### src/rtl/keypad_pkg.sv
// Keypad scanner shared types: FSM state encoding and key_code layout.
// Also holds the small row-priority and code-packing helpers.
package keypad_pkg;

    typedef enum logic [1:0] {
        ST_SCAN     = 2'd0,
        ST_DEBOUNCE = 2'd1,
        ST_HELD     = 2'd2,
        ST_RELEASE  = 2'd3
    } kp_state_e;

    localparam int KC_ROW_MSB = 3;
    localparam int KC_ROW_LSB = 2;
    localparam int KC_COL_MSB = 1;
    localparam int KC_COL_LSB = 0;

    function automatic logic [3:0] pack_code(
        input logic [1:0] row_idx,
        input logic [1:0] col_idx
    );
        logic [3:0] code;
        code = '0;
        code[KC_ROW_MSB:KC_ROW_LSB] = row_idx;
        code[KC_COL_MSB:KC_COL_LSB] = col_idx;
        return code;
    endfunction

    // Rows are active-low; the lowest-index low row wins.
    function automatic logic [1:0] lowest_low(input logic [3:0] row);
        logic [1:0] idx;
        if (!row[0]) begin
            idx = 2'd0;
        end else if (!row[1]) begin
            idx = 2'd1;
        end else if (!row[2]) begin
            idx = 2'd2;
        end else begin
            idx = 2'd3;
        end
        return idx;
    endfunction

endpackage

### src/rtl/keypad_scanner_if.sv
// Keypad matrix lines and decoded key outputs.
// master = scanner side, slave = keypad / consumer side.
interface keypad_scanner_if;

    logic [3:0] row;
    logic [3:0] col;
    logic [3:0] key_code;
    logic       key_valid;
    logic       key_held;

    modport master (
        input  row,
        output col,
        output key_code,
        output key_valid,
        output key_held
    );

    modport slave (
        output row,
        input  col,
        input  key_code,
        input  key_valid,
        input  key_held
    );

endinterface

### src/rtl/sync_2ff.sv
// Two-flop synchronizer for the asynchronous keypad row lines.
// Resets to all-ones so idle (pulled-up) rows read as released.
module sync_2ff #(
    parameter int W = 4
) (
    input  logic         clk,
    input  logic         rst_n,
    input  logic [W-1:0] d_i,
    output logic [W-1:0] q_o
);

    logic [W-1:0] meta_q;
    logic [W-1:0] sync_q;

    always_ff @(posedge clk or negedge rst_n) begin
        if (!rst_n) begin
            meta_q <= '1;
            sync_q <= '1;
        end else begin
            meta_q <= d_i;
            sync_q <= meta_q;
        end
    end

    assign q_o = sync_q;

endmodule

### src/rtl/keypad_scanner.sv
// 4x4 matrix keypad scanner with per-tick column scan and
// symmetric press/release debounce; one key_valid per press.
module keypad_scanner
    import keypad_pkg::*;
#(
    parameter int SCAN_BITS      = 17,
    parameter int DEBOUNCE_TICKS = 8
) (
    input  logic             clk,
    input  logic             rst_n,
    keypad_scanner_if.master kp
);

    localparam int DW = $clog2(DEBOUNCE_TICKS + 1);
    localparam logic [DW-1:0]        DMAX   = DW'(DEBOUNCE_TICKS);
    localparam logic [DW-1:0]        D_ONE  = 1;
    localparam logic [SCAN_BITS-1:0] PS_ONE = 1;

    logic [3:0]           row_s;
    logic [SCAN_BITS-1:0] prescaler_q;
    logic                 tick;

    kp_state_e            state_q, state_d;
    logic [1:0]           col_sel_q, col_sel_d;
    logic [1:0]           row_idx_q, row_idx_d;
    logic [1:0]           col_idx_q, col_idx_d;
    logic [DW-1:0]        deb_cnt_q, deb_cnt_d;
    logic [3:0]           key_code_q, key_code_d;
    logic                 key_valid_q, key_valid_d;

    logic [DW-1:0]        deb_inc;
    logic                 any_low;
    logic                 key_down;

    sync_2ff #(
        .W(4)
    ) u_sync (
        .clk  (clk),
        .rst_n(rst_n),
        .d_i  (kp.row),
        .q_o  (row_s)
    );

    always_ff @(posedge clk or negedge rst_n) begin
        if (!rst_n) begin
            prescaler_q <= '0;
        end else begin
            prescaler_q <= prescaler_q + PS_ONE;
        end
    end

    assign tick     = &prescaler_q;
    assign any_low  = ~&row_s;
    assign key_down = ~row_s[row_idx_q];
    assign deb_inc  = (deb_cnt_q == DMAX) ? deb_cnt_q : deb_cnt_q + D_ONE;

    always_ff @(posedge clk or negedge rst_n) begin
        if (!rst_n) begin
            state_q     <= ST_SCAN;
            col_sel_q   <= '0;
            row_idx_q   <= '0;
            col_idx_q   <= '0;
            deb_cnt_q   <= '0;
            key_code_q  <= '0;
            key_valid_q <= 1'b0;
        end else begin
            state_q     <= state_d;
            col_sel_q   <= col_sel_d;
            row_idx_q   <= row_idx_d;
            col_idx_q   <= col_idx_d;
            deb_cnt_q   <= deb_cnt_d;
            key_code_q  <= key_code_d;
            key_valid_q <= key_valid_d;
        end
    end

    always_comb begin
        state_d     = state_q;
        col_sel_d   = col_sel_q;
        row_idx_d   = row_idx_q;
        col_idx_d   = col_idx_q;
        deb_cnt_d   = deb_cnt_q;
        key_code_d  = key_code_q;
        key_valid_d = 1'b0;

        if (tick) begin
            unique case (state_q)
                ST_SCAN: begin
                    if (any_low) begin
                        row_idx_d = lowest_low(row_s);
                        col_idx_d = col_sel_q;
                        deb_cnt_d = '0;
                        state_d   = ST_DEBOUNCE;
                    end else begin
                        col_sel_d = col_sel_q + 2'd1;
                    end
                end
                ST_DEBOUNCE: begin
                    if (key_down) begin
                        deb_cnt_d = deb_inc;
                        if (deb_inc == DMAX) begin
                            state_d     = ST_HELD;
                            key_code_d  = pack_code(row_idx_q, col_idx_q);
                            key_valid_d = 1'b1;
                        end
                    end else begin
                        state_d   = ST_SCAN;
                        col_sel_d = col_sel_q + 2'd1;
                    end
                end
                ST_HELD: begin
                    if (!key_down) begin
                        deb_cnt_d = '0;
                        state_d   = ST_RELEASE;
                    end
                end
                ST_RELEASE: begin
                    if (!key_down) begin
                        deb_cnt_d = deb_inc;
                        if (deb_inc == DMAX) begin
                            state_d   = ST_SCAN;
                            col_sel_d = col_sel_q + 2'd1;
                        end
                    end else begin
                        state_d = ST_HELD;
                    end
                end
                default: state_d = ST_SCAN;
            endcase
        end
    end

    assign kp.col       = ~(4'b0001 << col_sel_q);
    assign kp.key_code  = key_code_q;
    assign kp.key_valid = key_valid_q;
    assign kp.key_held  = (state_q == ST_HELD) || (state_q == ST_RELEASE);

endmodule

### src/flat_wrapper.sv
// flat-port wrapper written by rule: the top's interface ports become plain ports
module keypad_scanner_flat import keypad_pkg::*;
#(
    parameter int SCAN_BITS      = 17,
    parameter int DEBOUNCE_TICKS = 8
)
  (clk, rst_n, kp_row, kp_col, kp_key_code, kp_key_valid, kp_key_held);
  keypad_scanner_if kp_i ();
  input  logic clk;
  input  logic rst_n;
  input wire logic [$bits(kp_i.row)-1:0] kp_row;
  output wire logic [$bits(kp_i.col)-1:0] kp_col;
  output wire logic [$bits(kp_i.key_code)-1:0] kp_key_code;
  output wire logic [$bits(kp_i.key_valid)-1:0] kp_key_valid;
  output wire logic [$bits(kp_i.key_held)-1:0] kp_key_held;
  assign kp_i.row = kp_row;
  assign kp_col = kp_i.col;
  assign kp_key_code = kp_i.key_code;
  assign kp_key_valid = kp_i.key_valid;
  assign kp_key_held = kp_i.key_held;
  keypad_scanner #(.SCAN_BITS(SCAN_BITS), .DEBOUNCE_TICKS(DEBOUNCE_TICKS)) u_core (.clk(clk), .rst_n(rst_n), .kp(kp_i));
endmodule
### config.mk
export PLATFORM = sky130hd
export DESIGN_NAME = keypad_scanner_flat
export DESIGN_NICKNAME = d
export VERILOG_FILES = /design/src/rtl/keypad_pkg.sv /design/src/rtl/keypad_scanner_if.sv /design/src/rtl/sync_2ff.sv /design/src/rtl/keypad_scanner.sv /design/src/flat_wrapper.sv
export SDC_FILE = /design/constraint.sdc
export NUM_CORES = 1
export LEC_CHECK = 0
export BUFFER_PORTS_ARGS = -buffer_cell sky130_fd_sc_hd__buf_2
export CAP_MARGIN = 20
export CORE_ASPECT_RATIO = 0.6
export CORE_MARGIN = 2
export CORE_UTILIZATION = 46
export CTS_BUF_LIST = sky130_fd_sc_hd__clkbuf_8
export DETAILED_ROUTE_END_ITERATION = 7
export SKIP_CTS_REPAIR_TIMING = 1
export SYNTH_ARGS = -nofsm -noshare
export SYNTH_HDL_FRONTEND = slang
export SYNTH_SLANG_ARGS = --single-unit
### constraint.sdc
create_clock -name clk -period 2.7 [get_ports clk]
set_clock_uncertainty 0.2 [all_clocks]
set_input_delay 0.54 -clock clk [delete_from_list [all_inputs] [get_ports clk]]
set_output_delay 0.54 -clock clk [all_outputs]
set_load 0.1 [all_outputs]
==> run summary <==
Status -> completed
Die extent in x -> 87.09 µm
Die Ht -> 53.86 µm
Max Slew Vio Count -> 0
Via density -> 5.398
Most frequent cells in the layout -> 34 x dfrtp_1, 17 x nand2_1, 15 x buf_2, 13 x nand3_1, 13 x inv_1
Relative slew slack -> 42.11%
Antenna fix cells -> 0
Total track usage -> 16.44%
Yosys Warn Count -> 0
Seq cells post-synth -> 42
Tmin final -> 2.452 ns
Placeable Area -> 0.004031 mm²
Average wire per standard cell -> 14.11 µm
Worst path slowest cell -> dfrtp_1
Nets -> 199
Skew-Pair Late Insertion Delay -> 0.30 ns
CTS Sinks -> 42
Drt first pass iters -> 5
Site row count -> 18
First-pass GRT wire length -> 5602 µm
Gr ovfl total -> 0
Crit Path Category -> flop to flop
CP endpoint kind -> flop
Synth-to-Final Area Change -> 12.15%
Share of cells above drive strength 1 -> 22.04%
Port Buffers -> 15
Critical path arrival -> 2.43 ns
Vias post-DR -> 1274
Final hold vios -> 0
Initial Utilization -> 47.27%
Worst path bufs/invs -> 1
# Max-Cap Violations -> 0
Endpoints failing setup -> 0
CTS H-tree lvls -> 2
CTS tree -> yes
Slowest stage delay, CP -> 0.47 ns
GP Congestion -> 0.7502
Residual DRC -> 0
Seq/Total Area, Yosys -> 55.68%
Max IR drop VDD -> 367.0 µV
Mapped Nets -> 181
Hold path depth -> 1
Top FF cell, synth -> dfrtp_1
Fmax -> 0.4078 GHz
RSZ-0062 raised after global routing -> no
Worst R2R Path Depth -> 7
P_leak -> 0.001004 µW
Post-synthesis cell count -> 167
PD cells -> 535.6 mW/mm²
Netlist cell types -> 35
Hold Path Class -> primary input to flop
Critical path fanouts, max -> 9
Final core utilization -> 53.01%
Asr flop ratio synth -> 100.0%
Reg-to-reg setup timing slack -> 0.25 ns
Final HPWL DP -> 2440 µm
Cell area after synthesis -> 0.001906 mm²
Clock tree root driver cell -> clkbuf_8
Initial antenna violation count -> 0
Largest net degree at the start of global routing -> 43
DRT antenna net count -> 0
Die area -> 0.004690 mm²
Min-delay src -> kp_row[0]
CTS Buf Count -> 5
Worst-margin pin slew -> 0.8683 ns
Clock slew at reported path FFs -> 0.08 ns
Commonest non-fill, non-tap cell in the layout -> dfrtp_1
Post-Syn Area per Cell -> 11.41 µm²
Worst-path cell chain -> inv_1 -> ha_1 -> nand2_1 -> o31a_1 -> a211oi_2 -> nand3_1 -> mux2_2
I/O pin total -> 16
CP top delay family -> compound AO/OA/AOI/OAI gates
Final period util -> 90.83%
Clock Path Buffers -> 2
Post-synth EDFFs -> 0
Worst reg2reg endpoint -> u_core.kp.key_code[2]
Initial DRC count -> 72
Setup Total Neg Slack -> 0 ns
Worst hold path endpoint -> u_core.u_sync.meta_q[0]
Req. time, crit path -> 2.68 ns
Drt total wl -> 3329 µm
Vias in the first global route -> 1230
Worst setup SP type -> flop
RR Startpoint -> u_core.deb_cnt_q[0]
==> synthesized netlist by cell type, types with 2 or more instances <==
cell      instances  area (µm²)
dfstp_2           8       210.2
nand4_1           6       37.54
nor3_1            2       10.01
mux2_2            5       56.30
and4_1            4       35.03
inv_1            12       45.04
ha_1              8       100.1
xnor2_1          10       87.58
nand3_1          13       65.06
xor2_1            6       52.55
o21ai_0          10       50.05
nand2_1          17       63.81
nor2_1            9       33.78
dfrtp_1          34       850.8
clkbuf_1          2       7.510
o31ai_1           2       15.01
==> state kept, by name, indices dropped and copies added (netlist names), named ones only <==
name and flops:
u_core.col_idx_q 2, u_core.col_sel_q 2, u_core.deb_cnt_q 4, u_core.kp.key_code 4, u_core.kp.key_valid 1, u_core.prescaler_q 17, u_core.row_idx_q 2, u_core.state_q 1
u_core.u_sync.meta_q 4, u_core.u_sync.q_o 4
==> area by class of cell <==
class / instances / area, µm²
clock buffer: 5 / 68.82
clock inverter: 3 / 41.29
fill: 343 / 1894
inverter: 12 / 45.04
multi-input combinational: 109 / 783.3
sequential: 42 / 1061
tap: 50 / 62.56
timing repair buffer: 15 / 75.07
==> worst register-to-register path: cells and delay by family, from the launching register on <==
family / cells / cell delay, ns
flip-flops: 1 / 0.47
AO/OA/AOI/OAI: 2 / 0.70
adder cells (fa/ha/maj): 1 / 0.14
buffers and inverters: 1 / 0.09
multiplexers: 1 / 0.35
AND/OR/NAND/NOR: 2 / 0.40
==> cell families after synthesis <==
logic type | synth area share (%)
adders and majority gates | 5.253
buffers and inverters | 3.217
muxes | 4.662
xor gates and xnor gates | 7.354
DFF | 55.68
AOI/OAI and AO/OA | 7.157
and+or+nand+nor | 16.68
==> stage by stage <==
stage | worst slack [ns] | instances | hold slack, ns | power, µW | instance area [µm²]
final | 0.2477 | 236 | 0.1347 | 1145 | 2137
after global routing | 0.1326 | 236 | 0.1161 | 1193 | 2137
after CTS | 0.2717 | 236 | 0.1250 | 1159 | 2137
after detailed placement | 0.2844 | 228 | 0.1475 | 675.0 | 2027
after global placement | 0.3406 | 228 | 0.1462 | 674.1 | 2027
after floorplan | 0.6160 | 167 | 0.04441 | 657.7 | 1906
==> power by group <==
| part | leakage (µW) | internal [µW] | switching (µW) |
|---|---|---|---|
| Clock | 0.0000556 | 272 | 211 |
| Combinational | 0.000404 | 4.58 | 14.3 |
| Sequential | 0.000545 | 640 | 3.13 |
==> per-layer routing <==
| layer | share of wire (%) | GRT usage, % | vias to the layer above |
|---|---|---|---|
| met5 | 0 | 0 | - |
| met4 | 2.7 | 8.462 | 0 |
| met1 | 48 | 21.58 | 608 |
| met3 | 5.8 | 5.061 | 12 |
| met2 | 44 | 25.06 | 41 |
| li1 | - | - | 613 |
==> how the worst max path moves through the flow <==
stage	from	endpoint	slack, ns	cells after the start
floorplan	u_core.deb_cnt_q[0]	u_core.kp.key_code[0]	0.62	7
global placement	u_core.deb_cnt_q[0]	u_core.kp.key_code[2]	0.34	7
detailed placement	u_core.deb_cnt_q[0]	u_core.kp.key_code[2]	0.28	7
CTS	u_core.deb_cnt_q[0]	u_core.kp.key_code[2]	0.27	7
global route	u_core.deb_cnt_q[0]	u_core.kp.key_code[0]	0.13	7
finish	u_core.deb_cnt_q[0]	u_core.kp.key_code[2]	0.25	7
Note: power is estimated with default switching activity, not from simulation.
